<file path="src/rtl/cavlc_pkg.sv">
// Shared CAVLC definitions.
// Keeps field widths and the statistics-stage state encoding in one place so
// that the coeff_token encoder and the level/run encoders agree on them.
package cavlc_pkg;

    localparam int unsigned COEFF_W_DEF = 12;             // default coefficient width
    localparam int unsigned MAX_COEFF   = 16;             // largest block (luma 4x4)
    localparam int unsigned IDX_W       = $clog2(MAX_COEFF);      // scan index 0..15
    localparam int unsigned PTR_W       = $clog2(MAX_COEFF + 1);  // LIFO fill 0..16
    localparam int unsigned TC_W        = 5;              // TotalCoeff 0..16
    localparam int unsigned TZ_W        = 4;              // TotalZeros 0..15
    localparam int unsigned T1_W        = 2;              // TrailOneNum 0..3
    localparam int unsigned NC_W        = 3;              // NC class
    localparam int unsigned RUN_W       = 4;              // run_before 0..15

    typedef enum logic {
        COLLECT = 1'b0,
        OUTPUT  = 1'b1
    } state_e;

endpackage

</file>
<file path="src/rtl/cavlc_level_lifo.sv">
// Level/run stack for one block.
// Ports:
//   clk        clock
//   clr_i      synchronous clear of the fill pointer (entries discarded)
//   push_i     push push_data_i (ignored when full)
//   pop_i      drop the top entry (ignored when empty)
//   push_data_i {level, run_before}
//   top_o      top entry, 0 when empty
//   empty_o    no entries held
module cavlc_level_lifo
    import cavlc_pkg::*;
#(
    parameter int unsigned W = COEFF_W_DEF + RUN_W
) (
    input  logic         clk,
    input  logic         clr_i,
    input  logic         push_i,
    input  logic         pop_i,
    input  logic [W-1:0] push_data_i,
    output logic [W-1:0] top_o,
    output logic         empty_o
);

    logic [W-1:0]     mem_q [MAX_COEFF];
    logic [PTR_W-1:0] ptr_q;
    logic [PTR_W-1:0] top_ptr;

    assign empty_o = (ptr_q == '0);
    assign top_ptr = ptr_q - PTR_W'(1);
    assign top_o   = empty_o ? '0 : mem_q[top_ptr[IDX_W-1:0]];

    always_ff @(posedge clk) begin
        if (clr_i) begin
            ptr_q <= '0;
        end else if (push_i && (ptr_q != PTR_W'(MAX_COEFF))) begin
            mem_q[ptr_q[IDX_W-1:0]] <= push_data_i;
            ptr_q                   <= ptr_q + PTR_W'(1);
        end else if (pop_i && !empty_o) begin
            ptr_q <= top_ptr;
        end
    end

endmodule

</file>
<file path="src/rtl/cavlc_coeff_stats.sv">
// CAVLC block statistics stage.
// Collects one block of zig-zag coefficients (one per in_valid/in_ready
// handshake), then presents TotalCoeff, TrailOneNum, TotalZeros, the
// trailing-ones signs and NC until out_valid/out_ready. Nonzero levels and
// their run_before are stacked so they pop out highest-frequency first.
// Ports:
//   clk, rst_n           clock; rst_n is a synchronous ACTIVE-HIGH reset
//   coeff_in, nc_in      coefficient input, NC class (taken at index 0)
//   in_valid, in_ready   input handshake
//   out_valid, out_ready statistics handshake; out_ready releases the block
//   TotalCoeff, TrailOneNum, TotalZeros, t1_signs, NC  block statistics
//   lvl_pop, lvl_data, lvl_run, lvl_empty              level/run stack access
module cavlc_coeff_stats
    import cavlc_pkg::*;
#(
    parameter int unsigned COEFF_W   = COEFF_W_DEF,
    parameter int unsigned NUM_COEFF = MAX_COEFF
) (
    input  logic               clk,
    input  logic               rst_n,
    input  logic [COEFF_W-1:0] coeff_in,
    input  logic [NC_W-1:0]    nc_in,
    input  logic               in_valid,
    output logic               in_ready,
    output logic               out_valid,
    input  logic               out_ready,
    output logic [TC_W-1:0]    TotalCoeff,
    output logic [T1_W-1:0]    TrailOneNum,
    output logic [TZ_W-1:0]    TotalZeros,
    output logic [2:0]         t1_signs,
    output logic [NC_W-1:0]    NC,
    input  logic               lvl_pop,
    output logic [COEFF_W-1:0] lvl_data,
    output logic [RUN_W-1:0]   lvl_run,
    output logic               lvl_empty
);

    state_e           state_q;
    logic [IDX_W-1:0] idx_q;
    logic [IDX_W-1:0] last_nz_q;
    logic [RUN_W-1:0] zrun_q;
    logic [TC_W-1:0]  tc_q;
    logic [T1_W-1:0]  t1run_q;
    logic [2:0]       t1s_q;
    logic [NC_W-1:0]  nc_q;

    logic accept, release_blk, is_zero, is_one;
    logic [TC_W-1:0] tz_full;
    logic [COEFF_W+RUN_W-1:0] lifo_top;

    assign in_ready    = (state_q == COLLECT) && !rst_n;
    assign out_valid   = (state_q == OUTPUT);
    assign accept      = in_valid && in_ready;
    assign release_blk = out_valid && out_ready;
    assign is_zero     = (coeff_in == '0);
    assign is_one      = (coeff_in == COEFF_W'(1)) || (coeff_in == '1);

    // last_nz+1-TotalCoeff fits TZ_W whenever TotalCoeff>0
    assign tz_full     = TC_W'(last_nz_q) + TC_W'(1) - tc_q;

    assign TotalCoeff  = tc_q;
    assign TrailOneNum = t1run_q;
    assign TotalZeros  = (tc_q == '0) ? '0 : tz_full[TZ_W-1:0];
    assign t1_signs    = t1s_q & ((3'b001 << t1run_q) - 3'b001);
    assign NC          = nc_q;
    assign lvl_data    = lifo_top[COEFF_W+RUN_W-1:RUN_W];
    assign lvl_run     = lifo_top[RUN_W-1:0];

    always_ff @(posedge clk) begin
        if (rst_n) begin
            state_q   <= COLLECT;
            idx_q     <= '0;
            last_nz_q <= '0;
            zrun_q    <= '0;
            tc_q      <= '0;
            t1run_q   <= '0;
            t1s_q     <= '0;
            nc_q      <= '0;
        end else begin
            case (state_q)
                COLLECT: begin
                    if (accept) begin
                        idx_q <= idx_q + IDX_W'(1);
                        if (idx_q == '0) nc_q <= nc_in;
                        if (is_zero) begin
                            zrun_q <= zrun_q + RUN_W'(1);
                        end else begin
                            zrun_q    <= '0;
                            tc_q      <= tc_q + TC_W'(1);
                            last_nz_q <= idx_q;
                        end
                        if (is_one) begin
                            t1run_q <= (t1run_q == 2'd3) ? 2'd3 : t1run_q + 2'd1;
                            t1s_q   <= {t1s_q[1:0], coeff_in[COEFF_W-1]};
                        end else if (!is_zero) begin
                            t1run_q <= '0;
                            t1s_q   <= '0;
                        end
                        if (idx_q == IDX_W'(NUM_COEFF - 1)) state_q <= OUTPUT;
                    end
                end
                OUTPUT: begin
                    if (out_ready) begin
                        state_q   <= COLLECT;
                        idx_q     <= '0;
                        last_nz_q <= '0;
                        zrun_q    <= '0;
                        tc_q      <= '0;
                        t1run_q   <= '0;
                        t1s_q     <= '0;
                    end
                end
                default: state_q <= COLLECT;
            endcase
        end
    end

    cavlc_level_lifo #(
        .W (COEFF_W + RUN_W)
    ) u_lifo (
        .clk         (clk),
        .clr_i       (rst_n || release_blk),
        .push_i      (accept && !is_zero),
        .pop_i       (lvl_pop && out_valid),
        .push_data_i ({coeff_in, zrun_q}),
        .top_o       (lifo_top),
        .empty_o     (lvl_empty)
    );

endmodule

</file>
<file path="config.mk">
export PLATFORM = sky130hd
export DESIGN_NAME = cavlc_coeff_stats
export DESIGN_NICKNAME = d
export VERILOG_FILES = /design/src/rtl/cavlc_pkg.sv /design/src/rtl/cavlc_level_lifo.sv /design/src/rtl/cavlc_coeff_stats.sv
export SDC_FILE = /design/constraint.sdc
export NUM_CORES = 1
export LEC_CHECK = 0
export CAP_MARGIN = 10
export CELL_PAD_IN_SITES_DETAIL_PLACEMENT = 0
export CELL_PAD_IN_SITES_GLOBAL_PLACEMENT = 1
export CORE_MARGIN = 2
export CORE_UTILIZATION = 45
export CTS_CLUSTER_DIAMETER = 200
export CTS_CLUSTER_SIZE = 30
export DETAILED_ROUTE_END_ITERATION = 7
export PLACE_DENSITY = 0.68
export SYNTH_ARGS = -nofsm -noshare
export SYNTH_HDL_FRONTEND = slang
export SYNTH_SLANG_ARGS = --single-unit
</file>
<file path="constraint.sdc">
create_clock -name clk -period 3.7 [get_ports clk]
set_input_delay 0.74 -clock clk [delete_from_list [all_inputs] [get_ports clk]]
set_output_delay 0.74 -clock clk [all_outputs]
set_load 0.05 [all_outputs]
</file>
[After elaboration in Yosys (flattened, before gate mapping)]
Memories as Yosys holds them, arrays and structs flattened.
Index checks and enable logic that the tools add are counted.
Word-level totals
  memories kept: 1
  input port bits: 20
  flip-flop bits (word level): 31
  output and inout bits: 36
  bits in writable memories: 256
Cells by class
  mux-type cells: 35
  bitwise gates (word level): 2
  shift operators: 1
  add/sub/neg operators: 9
  reductions and logical operators: 21
  eq/ne operators: 9
Memories
  u_lifo.mem_q: words 16, width 16, read ports 1, clocked after memory_dff 0, write ports 1, line cavlc_level_lifo.sv:24  | logic [W-1:0] mem_q [MAX_COEFF];
Operator list (count)
  4-bit two-way mux: 7
  5-bit two-way mux: 5
  4-bit case mux with 2 select lines: 3
  16-bit two-way mux: 1
  4-bit by 1-bit adder with 4-bit output (second input constant): 3
  12-bit by 1-bit equality test with 1-bit output (second input constant): 1
  12-bit equality test (second input constant): 1
  12-bit zero test: 1
  3-bit two-way mux: 4
  5-bit by 1-bit adder with 5-bit output (second input constant): 2
  5-bit zero test: 2
  2-bit two-way mux: 5
  5-bit case mux with 2 select lines: 1
  3-bit AND reduction: 3
  1-bit logical AND: 7
  1-bit two-way mux: 6
  2-bit != test (second input constant): 3
  3-bit case mux with 2 select lines: 1
  5-bit != test (second input constant): 1
  5-bit by 1-bit subtractor with 5-bit output (second input constant): 1
  4-bit equality test (second input constant): 1
  4-bit zero test: 1
  2-bit case mux with 2 select lines: 1
  4-bit subtractor: 1
  other kinds (12): 15

[Longest topological paths before layout]
  word-level depth: 8
  gate-level depth with buffers: 9
  gate-level depth less buffers: 8

[Cells and area by module]
Synthesis repeated with hierarchy kept, for this count alone.
Second synthesis, totals
  cells, all modules: 631
  area, all modules: 11713.7 um^2
Modules (own cells, without submodules)
  cavlc_level_lifo: times used 1, sequential area each 7787.5 um^2, cells an instance 475, area an instance 10312.4 um^2
  cavlc_coeff_stats: times used 1, sequential area each 520.5 um^2, cells an instance 156, area an instance 1401.3 um^2

[Worst setup path before layout]
OpenSTA, ideal clock, no wires.
  path kind: reg2out
  start point: register u_lifo.ptr_q[0]
  end point: output lvl_data[0]
  cell stages (with the launch flop): 10
  required time: 2.960 ns
  setup slack: -0.025 ns
  arrival time: 2.985 ns
  cell sequence: dfxtp_1 buf_2 buf_2 inv_1 ha_1 nor4b_2 nand2b_1 clkbuf_1 buf_2 o22ai_1
RTL lines
  from (decl): line cavlc_level_lifo.sv:25  | logic [PTR_W-1:0] ptr_q;
  from (signal assigned): line cavlc_level_lifo.sv:37  | ptr_q <= ptr_q + PTR_W'(1);
  from (signal assigned): line cavlc_level_lifo.sv:39  | ptr_q <= top_ptr;
  5-bit zero test: line cavlc_level_lifo.sv:28  | assign empty_o = (ptr_q == '0);
  net lvl_empty: line cavlc_coeff_stats.sv:35  | output logic lvl_empty
  16-bit two-way mux: line cavlc_level_lifo.sv:30  | assign top_o = empty_o ? '0 : mem_q[top_ptr[IDX_W-1:0]];
  to (decl): line cavlc_coeff_stats.sv:33  | output logic [COEFF_W-1:0] lvl_data,
The timed path passes the listed nets, and every way through them passes these cells.

[Worst setup path after layout]
  start point: register u_lifo.ptr_q[0]
  end point: output lvl_data[2]
Between the ends
  longest elaborated chain between the ends: 3
RTL lines
  5-bit by 1-bit subtractor with 5-bit output: line cavlc_level_lifo.sv:29  | assign top_ptr = ptr_q - PTR_W'(1);
  memory read 16 x 16 bit
  16-bit two-way mux (*): line cavlc_level_lifo.sv:30
Every way passes the cells marked *; elsewhere a longest branch is shown, timed or not.

==> flow_metrics.tcl <==
set metrics [dict create \
    grt_use_total_pct 19.7 \
    drive_gt1_share_pct 23.9 \
    port_buffers 55 \
    synth_area_um2 11600 \
    synth_area_leaders "edfxtp_1 66%, mux4_2 12%, dfxtp_1 5.3%" \
    peakVddDrop_mv 0.255 \
    drtPass1Iterations 5 \
    final_cell_mix "256 x edfxtp_1, 64 x mux4_2, 61 x buf_4, 38 x mux2i_1, 36 x clkdlybuf4s50_1" \
    clock_skew_ns 0.0207 \
    arrival_ns 2.88 \
    setup_viol_count_final 0 \
    crit_path_cell_trace "buf_16, nor3_4, xnor2_4, buf_12, mux2i_1, o22ai_1, buf_4" \
    fillers 2033 \
    clockRootBuffer "clkbuf_16" \
    yosys.cell_types.count 56 \
    critPathLaunchType "flip-flop" \
    grt_pass1_vias 6257 \
    numCtsBuffers 13 \
    postCtsSetupRepairBufs 0 \
    rsz0062_at_grt "false" \
    fin_crit_ns 3.62 \
    cts_buffer_depth 3 \
    clock_sinks 287 \
    crit_buf_inv 3 \
    vias 5994 \
    pwr-share-clk_pct 28.0 \
    antenna_cells 0 \
    maxSlewViolCount 0 \
    core-area_um2 25300 \
    grt_pass1_wl_um 38700 \
    die_h_um 165 \
    tns_ns 0 \
    max_slew_margin_pct 27.0 \
    final_common_cell "edfxtp_1" \
    ioPinCount 56 \
    p_int_mw 4.43 \
    cpPeakStageDelay_ns 0.38 \
    maxCapViolCount 0 \
    wl_um 25800 \
    die_area_um2 27100 \
    hp-class "flip-flop to flip-flop" \
    end_kind "primary output" \
    start_util_pct 46.0 \
    tightest_slew_ns 1.09 \
    grt_max_degree 71 \
    critical_path.top_delay_family "buffers and inverters" \
    cts_tree "built" \
    seq_area_frac_synth_pct 71.5 \
    cp_max_fo 70 \
    synthArstFlopShare_pct 0 \
    ys_warn_count 0 \
    ys_seq_elements 287 \
    area_growth_pct 14.2 \
    worst_path_max_delay_cell "dfxtp_4" \
    postLayoutCoreUtil_pct 52.5 \
    dp_hpwl_um 16300 \
    synth_top_area_cell "edfxtp_1" \
    status "finished, final reports clean" \
    rows 58 \
    first_iter_violations 542 \
    leakagePower_nw 4.32 \
    syn-num-nets 656 \
    postRouteAntennaNets 0 \
    overflow 0 \
    synth_cells 621 \
    power_frac_comb_pct 10.2 \
    wl_per_cell_um 24.7 \
    clkTransAtPathRegs_ns 0.11 \
    p_seq_share_pct 61.7 \
    postSynthAreaPerCell_um2 18.7 \
    path_class "flip-flop to primary output" \
    power.density_nw_per_um2 432 \
    hold_viol 0 \
    switchingPower_mw 1.30 \
    antenna_found_initial 0 \
    drcViolationCount 0 \
    htreeDepth 1 \
    worst_ep_required_time_ns 2.96 \
    synth_edf_count 256 \
    gp_congestion 0.785 \
    nNetsFinal 747 \
    switching_share_pct 22.7 \
    synth-main-ff-cell "edfxtp_1" \
    fmax_ghz 0.276 \
    synth.top_cell.area_share_pct 66.2 \
    insertion_delay_ns 0.49 \
    period_share_pct 97.9 \
    die_w_um 165 \
    via_per_inst 5.74 \
]
[metrics by stage]
| step | total power, mW | hold slack, ns | cell area [µm²] | setup WS [ns] | cells |
|---|---|---|---|---|---|
| 3_5_place_dp | 4.20 | 0.464 | 12900 | 0.212 | 1027 |
| 4_1_cts | 5.78 | 0.480 | 13200 | 0.0315 | 1044 |
| 3_3_place_gp | 4.20 | 0.459 | 12900 | 0.281 | 1027 |
| 2_1_floorplan | 3.97 | 0.441 | 11600 | 0.148 | 621 |
| 5_1_grt | 5.91 | 0.498 | 13300 | 0.00269 | 1044 |
| 6_report | 5.73 | 0.477 | 13300 | 0.0779 | 1044 |
[state kept, by name (all words and copies together) (netlist names)]
register,flops
idx_q,4
t1s_q,3
TotalCoeff,5
TrailOneNum,2
out_valid,1
NC,3
u_lifo.mem_q,256
last_nz_q,4
u_lifo.ptr_q,5
zrun_q,4
[layout make-up]
class,count,area [µm²],area share [%]
clock inverters,1,16.3,0.123
clock buffers,16,337,2.54
inverters,13,48.8,0.368
flip-flops and latches,287,8310,62.7
repair buffers,105,963,7.26
well taps,330,413,3.11
multi-input cells,292,3170,23.9
[final timing paths]
| kind | from | slack (ns) | depth (start not counted) | end |
|---|---|---|---|---|
| setup / recovery | u_lifo.ptr_q[0]$_SDFFE_PP0P_ | 0.08 | 7 | lvl_data[2] |
| hold / removal | last_nz_q[1]$_SDFFE_PP0P_ | 0.48 | 2 | last_nz_q[1]$_SDFFE_PP0P_ |
| setup reg to reg | u_lifo.ptr_q[3]$_SDFFE_PP0P_ | 0.79 | 6 | u_lifo.mem_q[0][9]$_DFFE_PP_ |
| hold reg to reg | last_nz_q[1]$_SDFFE_PP0P_ | 0.48 | 2 | last_nz_q[1]$_SDFFE_PP0P_ |
[worst reg2reg max path: cells and delay by family (launching register included)]
family                 cells  cell delay (ns)
AO/OA/AOI/OAI              1             0.16
buffers and inverters      1             0.30
flip-flops                 1             0.86
AND/OR/NAND/NOR            4             1.32
[Yosys cell counts (2+ instances only)]
library cell	count
buf_2	10
nand3_1	11
nor2b_1	3
nand2_1	23
nor3_1	11
nand4_1	8
nand2b_1	5
buf_6	4
xnor2_1	2
buf_4	3
o21a_1	2
ha_1	14
a21oi_1	15
buf_1	2
edfxtp_1	256
or3_1	2
mux2i_1	38
dfxtp_1	31
and3_1	3
a22o_1	4
o22ai_1	16
o21ai_0	3
nor2_1	33
mux4_2	64
xor2_1	6
clkbuf_1	10
inv_1	13
[cells by family (layout without fill, tap and decap cells)]
group	Yosys count	after routing	synth area share, %
simple gates	113	113	5.27
xor+xnor	9	9	0.743
compound gates	53	53	3.29
buf+inv	42	135	1.82
mux	102	102	15.7
fa+ha+maj	15	15	1.68
flops	287	287	71.5
[timing repair]
item                                    CTS  global route
hold endpoints to repair                  0             0
cloned                                    0             0
endpoints found under the setup margin    9             6
hold buffers                              0             0
gates resized for setup                   3             4
[power groups by stage]
stage	Clock [mW]	Combinational [mW]	Sequential (mW)
after global placement	0	0.585	3.61
after detailed placement	0	0.591	3.61
after CTS	1.65	0.596	3.54
after floorplan	0	0.354	3.62
final	1.61	0.587	3.54
after global routing	1.74	0.627	3.54
[metal layers]
layer  up-vias  track usage [%]  share of wire [%]
met3        23             2.16                4.0
li1       2666                -                  -
met2       168             34.5                 51
met4         0             4.43                1.8
met1      3137             26.9                 43
met5         -                0                  0
Power figures use the tool's default switching activity.
